`src/rtl/rca_bist_repair_ctrl.sv`:
```
// BIST and spare-cell repair controller for a 4-bit ripple-carry adder with two spare FA cells.
// Drives 8 test vectors, checks each cell's sum and carry, and registers the spare mux selects when the run ends.
module rca_bist_repair_ctrl (
  input  logic       clk,
  input  logic       init_n,
  input  logic       test,
  input  logic [3:0] adder_sums,
  input  logic [3:0] adder_carrys,
  output logic [3:0] at,
  output logic [3:0] bt,
  output logic       cint,
  output logic [2:0] count,
  output logic [7:0] comp,
  output logic [2:0] is0,
  output logic [2:0] is1,
  output logic [4:0] cs,
  output logic [3:0] ss0,
  output logic [3:0] ss1,
  output logic       done,
  output logic       unrepairable
);

  logic       r_test_q, r_done, r_unrep, r_rvalid;
  logic [2:0] r_count, r_is0, r_is1;
  logic [3:0] r_fault;

  logic       w_rise, w_active;
  logic [2:0] w_idx, w_n0, w_n1, w_nf;
  logic [3:0] w_a, w_b, w_es, w_ec, w_cellf, w_fault_nxt;
  logic       w_c;

  // The restart edge also samples vector 0, so a run is 8 cycles counted from the rise.
  assign w_rise   = test & ~r_test_q;
  assign w_idx    = w_rise ? 3'd0 : r_count;
  assign w_active = test & (w_rise | ~r_done);

  always_comb begin
    {w_a, w_b, w_c, w_es, w_ec} = '0;
    case (w_idx)
      3'd0: {w_a, w_b, w_c, w_es, w_ec} = {4'b0000, 4'b0000, 1'b0, 4'b0000, 4'b0000};
      3'd1: {w_a, w_b, w_c, w_es, w_ec} = {4'b1111, 4'b1111, 1'b1, 4'b1111, 4'b1111};
      3'd2: {w_a, w_b, w_c, w_es, w_ec} = {4'b1111, 4'b0000, 1'b0, 4'b1111, 4'b0000};
      3'd3: {w_a, w_b, w_c, w_es, w_ec} = {4'b0000, 4'b1111, 1'b0, 4'b1111, 4'b0000};
      3'd4: {w_a, w_b, w_c, w_es, w_ec} = {4'b1111, 4'b0000, 1'b1, 4'b0000, 4'b1111};
      3'd5: {w_a, w_b, w_c, w_es, w_ec} = {4'b0000, 4'b1111, 1'b1, 4'b0000, 4'b1111};
      3'd6: {w_a, w_b, w_c, w_es, w_ec} = {4'b0101, 4'b0101, 1'b0, 4'b1010, 4'b0101};
      default: {w_a, w_b, w_c, w_es, w_ec} = {4'b1010, 4'b1010, 1'b1, 4'b0101, 4'b1010};
    endcase
  end

  assign at    = w_active ? w_a : 4'b0000;
  assign bt    = w_active ? w_b : 4'b0000;
  assign cint  = w_active & w_c;
  assign count = w_idx;
  assign comp  = w_active ? {adder_carrys ^ w_ec, adder_sums ^ w_es} : 8'h00;

  assign w_cellf     = comp[3:0] | comp[7:4];
  assign w_fault_nxt = (w_rise ? 4'b0000 : r_fault) | w_cellf;

  // First and second faulty cell indices plus the faulty-cell count.
  always_comb begin
    w_n0 = 3'd4;
    w_n1 = 3'd4;
    w_nf = 3'd0;
    for (int i = 0; i < 4; i++) begin
      if (w_fault_nxt[i]) begin
        if (w_nf == 3'd0)      w_n0 = 3'(i);
        else if (w_nf == 3'd1) w_n1 = 3'(i);
        w_nf = w_nf + 3'd1;
      end
    end
  end

  always_ff @(posedge clk or negedge init_n) begin
    if (!init_n) begin
      r_test_q <= 1'b0;
      r_count  <= 3'd0;
      r_fault  <= 4'b0000;
      r_done   <= 1'b0;
      r_unrep  <= 1'b0;
      r_rvalid <= 1'b0;
      r_is0    <= 3'd4;
      r_is1    <= 3'd4;
    end else begin
      r_test_q <= test;
      if (w_rise) begin
        r_done   <= 1'b0;
        r_unrep  <= 1'b0;
        r_rvalid <= 1'b0;
        r_is0    <= 3'd4;
        r_is1    <= 3'd4;
      end
      if (w_active) begin
        r_fault <= w_fault_nxt;
        if (w_idx == 3'd7) begin
          r_done   <= 1'b1;
          r_is0    <= w_n0;
          r_is1    <= w_n1;
          r_rvalid <= (w_nf <= 3'd2);
          r_unrep  <= (w_nf > 3'd2);
        end else begin
          r_count <= w_idx + 3'd1;
        end
      end
    end
  end

  assign is0          = r_is0;
  assign is1          = r_is1;
  assign ss0          = r_is0[2] ? 4'b0000 : (4'b0001 << r_is0[1:0]);
  assign ss1          = r_is1[2] ? 4'b0000 : (4'b0001 << r_is1[1:0]);
  assign cs           = {r_rvalid, ss0 | ss1};
  assign done         = r_done;
  assign unrepairable = r_unrep;

endmodule

```
`config.mk`:
```
export PLATFORM = sky130hd
export DESIGN_NAME = rca_bist_repair_ctrl
export DESIGN_NICKNAME = d
export VERILOG_FILES = /design/src/rtl/rca_bist_repair_ctrl.sv
export SDC_FILE = /design/constraint.sdc
export NUM_CORES = 1
export LEC_CHECK = 0
export BUFFER_PORTS_ARGS = -buffer_cell sky130_fd_sc_hd__buf_2
export CORE_ASPECT_RATIO = 0.6
export CORE_MARGIN = 10
export CORE_UTILIZATION = 52
export CTS_BUF_LIST = sky130_fd_sc_hd__clkbuf_8
export CTS_CLUSTER_SIZE = 30
export DETAILED_ROUTE_END_ITERATION = 8
export GPL_TIMING_DRIVEN = 1
export PLACE_DENSITY = 0.89
export SETUP_SLACK_MARGIN = 0.02
export SLEW_MARGIN = 20
export SYNTH_ARGS = -nofsm -noshare
export SYNTH_HDL_FRONTEND = slang
export SYNTH_SLANG_ARGS = --single-unit
```
`constraint.sdc`:
```
create_clock -name clk -period 5.18 [get_ports clk]
set_input_delay 0.777 -clock clk [delete_from_list [all_inputs] [get_ports clk]]
set_output_delay 0.777 -clock clk [all_outputs]
set_load 0.005 [all_outputs]
```
Yosys cells after proc, flatten, opt, wreduce, memory -nomap -nowiden:

Cells that the tools add are included.

* word-level logic and storage cells: 99
* bits in latches: 0
* output and inout bits: 41
* RAM bits: 0
* bits in registers: 17
* ROM bits: 0
* input bits: 11
* memories kept: 0

* $lt $le $gt $ge: 2
* div/mod/pow operators: 0
* add/subtract/negate cells: 4
* equality and inequality tests: 10
* $mul: 0
* shift-type cells: 2
* bitwise gates (word level): 12
* mux-type cells: 47
* reduce and logical (&&, ||, !) cells: 14

Operator list (count)
* $mux W3: 26
* $pmux W4 S3: 4
* $reduce_or A3 Y1: 8
* $mux W4: 5
* $add A3 B1 Y3 const B: 4
* $eq A3 B1 Y1 const B: 4
* $eq A3 B3 Y1 const B: 4
* $logic_not A3 Y1: 4
* $or A4 B4 Y4: 3
* $mux W1: 11
* $mux W8: 1
* $shl A1 B2 Y4 const A: 2
* $xor A4 B4 Y4: 2
* $eq A3 B2 Y1 const B: 2
* $reduce_or A4 Y1: 1
* $and A1 B1 Y1: 3
* $gt A3 B2 Y1 const B: 1
* $le A3 B2 Y1 const B: 1
* $not A1 Y1: 3
* $reduce_and A2 Y1: 1
* $or A1 B1 Y1: 1

Logic depth before layout (Yosys ltp):

* depth after elaboration: 23
* mapped depth: 22
* gate-level depth less buffers: 20

Worst setup path after synthesis:

OpenSTA, ideal clock, no wires.

* path type: in2reg
* start point: input test
* end point: register r_unrep, in the netlist unrepairable
* setup slack: 529 ps
* cell stages on the path: 21
* path buffers: 3
* setup time: 120 ps
* arrival: 4531 ps
* required time: 5060 ps
* cell sequence: nand2b_1 -> clkbuf_1 -> clkbuf_1 -> nand2_1 -> inv_1 -> ha_1 -> ha_1 -> or4b_4 -> o41ai_4 -> xnor2_1 -> nand2_1 -> nand2_1 -> inv_1 -> ha_1 -> buf_2 -> xnor2_2 -> inv_1 -> ha_1 -> a31o_1 -> a221o_1 -> a31o_1

* longest elaborated chain between the ends: 19
* elaborated cells on any way between the ends: 35
* classes of those cells: 3 x add/sub; 1 x order compare; 7 x eq/ne; 12 x mux; 7 x bitwise; 5 x reduce/logical

RTL lines
* start, declared: line 6 `input logic test,`
* $and A1 B1 Y1 *: line 33 `assign w_rise = test & ~r_test_q;`
* $mux W3 *: line 34 `assign w_idx = w_rise ? 3'd0 : r_count;`
* via count[0]: line 12 `output logic [2:0] count,`
* $eq A3 B3 Y1, or another cell as far along: line 39 `case (w_idx)`
* $reduce_or A3 Y1 (no source line)
* $pmux W4 S3: line 39
* $xor A4 B4 Y4: line 55 `assign comp = w_active ? {adder_carrys ^ w_ec, adder_sums ^ w_es} : 8'h00;`
* $mux W8 *: line 55
* [... 2 more ...]
* via w_fault_nxt[0]: line 29 `logic [3:0] w_a, w_b, w_es, w_ec, w_cellf, w_fault_nxt;`
* [... 2 more ...]
* $mux W3 *: line 66 `if (w_fault_nxt[i]) begin`
* $add A3 B1 Y3: line 69 `w_nf = w_nf + 3'd1;`
* $mux W3 *: line 66
* $add A3 B1 Y3: line 69
* $mux W3 *: line 66
* $gt A3 B2 Y1 *: line 100 `r_unrep <= (w_nf > 3'd2);`
* $mux W1 *: line 95 `if (w_idx == 3'd7) begin`
* $mux W1 *: line 93 `if (w_active) begin`
* end signal, assigned: line 100
* end, declared: line 23 `logic r_test_q, r_done, r_unrep, r_rvalid;`

Mark *: on every way through the listed nets, which the timed path passes. The rest lies on a longest branch.
A chain may end at the register's enable or synchronous reset.

Final worst setup path:

* start point: input test
* end point: register r_unrep, in the netlist unrepairable

* longest elaborated chain between the ends: 19
* elaborated cells on any way between the ends: 35
* classes of those cells: 3 x add/sub; 1 x order compare; 7 x eq/ne; 12 x mux; 7 x bitwise; 5 x reduce/logical

RTL lines
* $and A1 B1 Y1: line 33
* $mux W3: line 34
* $eq A3 B3 Y1, or another cell as far along: line 39
* $reduce_or A3 Y1 (no source line)
* $pmux W4 S3: line 39
* $xor A4 B4 Y4: line 55
* $mux W8: line 55
* $or A4 B4 Y4: line 57 `assign w_cellf = comp[3:0] | comp[7:4];`
* [... 1 more ...]
* via w_fault_nxt[0]: line 29
* [... 2 more ...]
* $mux W3 *: line 66
* $add A3 B1 Y3: line 69
* $mux W3 *: line 66
* $add A3 B1 Y3: line 69
* $mux W3 *: line 66
* $gt A3 B2 Y1 *: line 100
* $mux W1 *: line 95
* $mux W1 *: line 93

Marked as above.

==> run summary <==
outcome: finished clean
share of cells above drive strength 1: 32.31%
pre-CTS WS: 375.4 ps
initial antenna violation count: 0
Fmax: 219.0 MHz
critical path, cell by cell: buf_2 -> nand2b_1 -> nand2_1 -> inv_1 -> ha_1 -> ha_1 -> or4b_4 -> o41ai_4 -> xnor2_1 -> nand2_1 -> nand2_1 -> inv_1 -> ha_1 -> xnor2_2 -> inv_1 -> ha_1 -> a31o_1 -> a221o_1 -> a31o_1
IO Pins: 52
max-cap violations: 0
Total Wirelength: 4458 µm
clk buf depth: 2
Arrival @ worst endpoint: 4710 ps
commonest non-fill, non-tap cells in the layout: buf_2 (51), nor2_1 (28), dfrtp_1 (15)
Startpoint Class: primary input
average wire per standard cell: 16.45 µm
vias: 1526
period utilisation layout: 88.15%
Crit Path Max Fanout: 7
EDFF count, synth: 0
cell count after synthesis: 183
DIE WIDTH: 90.01 µm
Post-Synthesis Cell Area: 0.001529 mm²
# rows: 15
met3 wire len: 444 µm
post-layout min period: 4566 ps
core area: 0.002834 mm²
Pre-antenna DRT Iters: 4
sequential-to-total area share from yosys stat: 27.99%
design area: 0.001836 mm²
CTS Sinks: 17
Tot GR Track Use: 15.22%
final RePlAce weighted congestion: 0.8999
Synth Area per Inst: 8.355 µm²
hold_buf cts: 0
drt initial violations: 147
dpl hpwl: 3631 µm
chip height: 62 µm
Worst-Margin Slew: 395.8 ps
post-synthesis async set-or-reset flop share: 100.0%
DP Area: 0.001790 mm²
critical path buffer and inverter count: 4
clock slew at reported path FFs: 70 ps
largest net degree at the start of global routing: 18
ant diodes: 0
crit-path most repeated cell: ha_1
vias in the first global route: 1365
Main synth FF type: dfrtp_1
Setup Skew: 2.841 ps
Yosys warning count: 0
critical path type: in2reg
Yosys reg bits: 17
H-Tree Depth: 1
Nets: 256
wl on met1: 1962 µm
final hold vios: 0
Max transition margin: 73.61%
VDD IR max: 421.4 µV
DR vias/cell: 5.631
CTS tree: done
Final ANT Viol Nets: 0
remaining global-route overflow: 0
total DRC errors in the routed layout: 0
Die ar.: 0.005580 mm²
max layer used: met4
Leak: 0.9812 nW
Mapped Nets: 209
global-route wire length before repair: 6962 µm
CTS Buf Count: 3
CTS root buf: clkbuf_8
Hold Crit Class: in2async
Final setup violation count: 0
P per Cell Area: 563.5 mW/mm²
Worst Path Required: 5330 ps
number of buffers added on ports: 51
Largest delay share family, worst path: simple AND/OR/NAND/NOR gates
Layout Utilization: 64.77%
Final Slew Violations: 0
area grow syn2layout: 20.05%
Post-CTS Setup Bufs: 0
critical path endpoint category: flop
CP max stage cell: or4b_4
largest stage delay on the critical path: 520 ps
final worst slack: 613.6 ps
CTS-repair resized insts: 0
unrepaired setup endpoints after global routing: false
Initial Util: 53.95%
metal2 WL: 2025 µm
commonest non-fill, non-tap cell in the layout: buf_2
setup TNS: 0 ps
Yosys cell types: 53
worst skew pair latency: 250 ps
through the flow:
step | hold WS [ps] | cells | total power [W]
CTS | 448.8 | 271 | 0.001031
floorplan | 454.4 | 183 | 0.0007303
global placement | 473.4 | 267 | 0.0009036
global route | 461.7 | 271 | 0.001127
detailed placement | 486.0 | 267 | 0.0009289
finish | 442.8 | 271 | 0.001034
flip-flops by register name, indices dropped and copies added (netlist names):
name	count
r_fault	4
r_test_q	1
r_count	3
unrepairable	1
is1	3
done	1
r_rvalid	1
is0	3
Yosys cell counts, types with 3 or more instances:
cell	number	area [µm²]
ha_1	14	175.2
dfrtp_1	15	375.4
and2_1	3	18.77
and3_1	3	18.77
nor3_1	5	25.02
inv_2	3	11.26
nor2_1	28	105.1
nand2b_1	4	25.02
inv_1	13	48.80
a31o_1	3	26.28
o21ai_1	6	30.03
buf_4	5	37.54
nand2_1	11	41.29
clkbuf_1	4	15.01
a21oi_1	8	40.04
nand3_1	4	20.02
or2_2	4	25.02
xnor2_1	5	43.79
cells by family (layout without fill, tap and decap cells):
family                   after synthesis  in the layout  synth area share [%]
XOR/XNOR                               7              7                 4.501
flip-flops                            17             17                 27.99
multiplexers                           3              3                 2.046
AND/OR/NAND/NOR                       76             76                 26.35
adder cells (fa/ha/maj)               15             15                 12.77
buffers and inverters                 27             73                 7.937
AO/OA/AOI/OAI                         38             38                 18.41
path summary, 6_finish.rpt:
kind / start / to / slack (ps) / cells after the start
max: test / unrepairable / 610 / 19
min: init_n / is0[0] / 440 / 1
max reg2reg: r_test_q / unrepairable / 740 / 18
min reg2reg: r_fault[1] / r_fault[1] / 490 / 1
max in group asynchronous: init_n / is1[2] / 4420 / 1
min in group clk: r_fault[1] / r_fault[1] / 490 / 1
area by class of cell:
cell class                 instances  area, µm²
sequential                        17      427.9
inverter                          16      60.06
multi-input combinational        139      979.7
fill                             243      998.5
clock inverter                     1      3.754
timing repair buffer              53      270.3
clock buffer                       3      41.29
tap                               42      52.55
metal layers:
metal | vias to the layer above | GRT usage, %
li1 | 722 | -
met1 | 743 | 20.89
met2 | 59 | 24.18
met3 | 2 | 3.717
met4 | 0 | 2.477
met5 | - | 0
where the power goes:
group          switching, W  total (W)  internal [W]
Clock             0.0000461  0.0000987     0.0000526
Sequential        0.0000443   0.000227      0.000182
Combinational      0.000403   0.000709      0.000306
No activity file was read; power rests on OpenSTA's default activity.
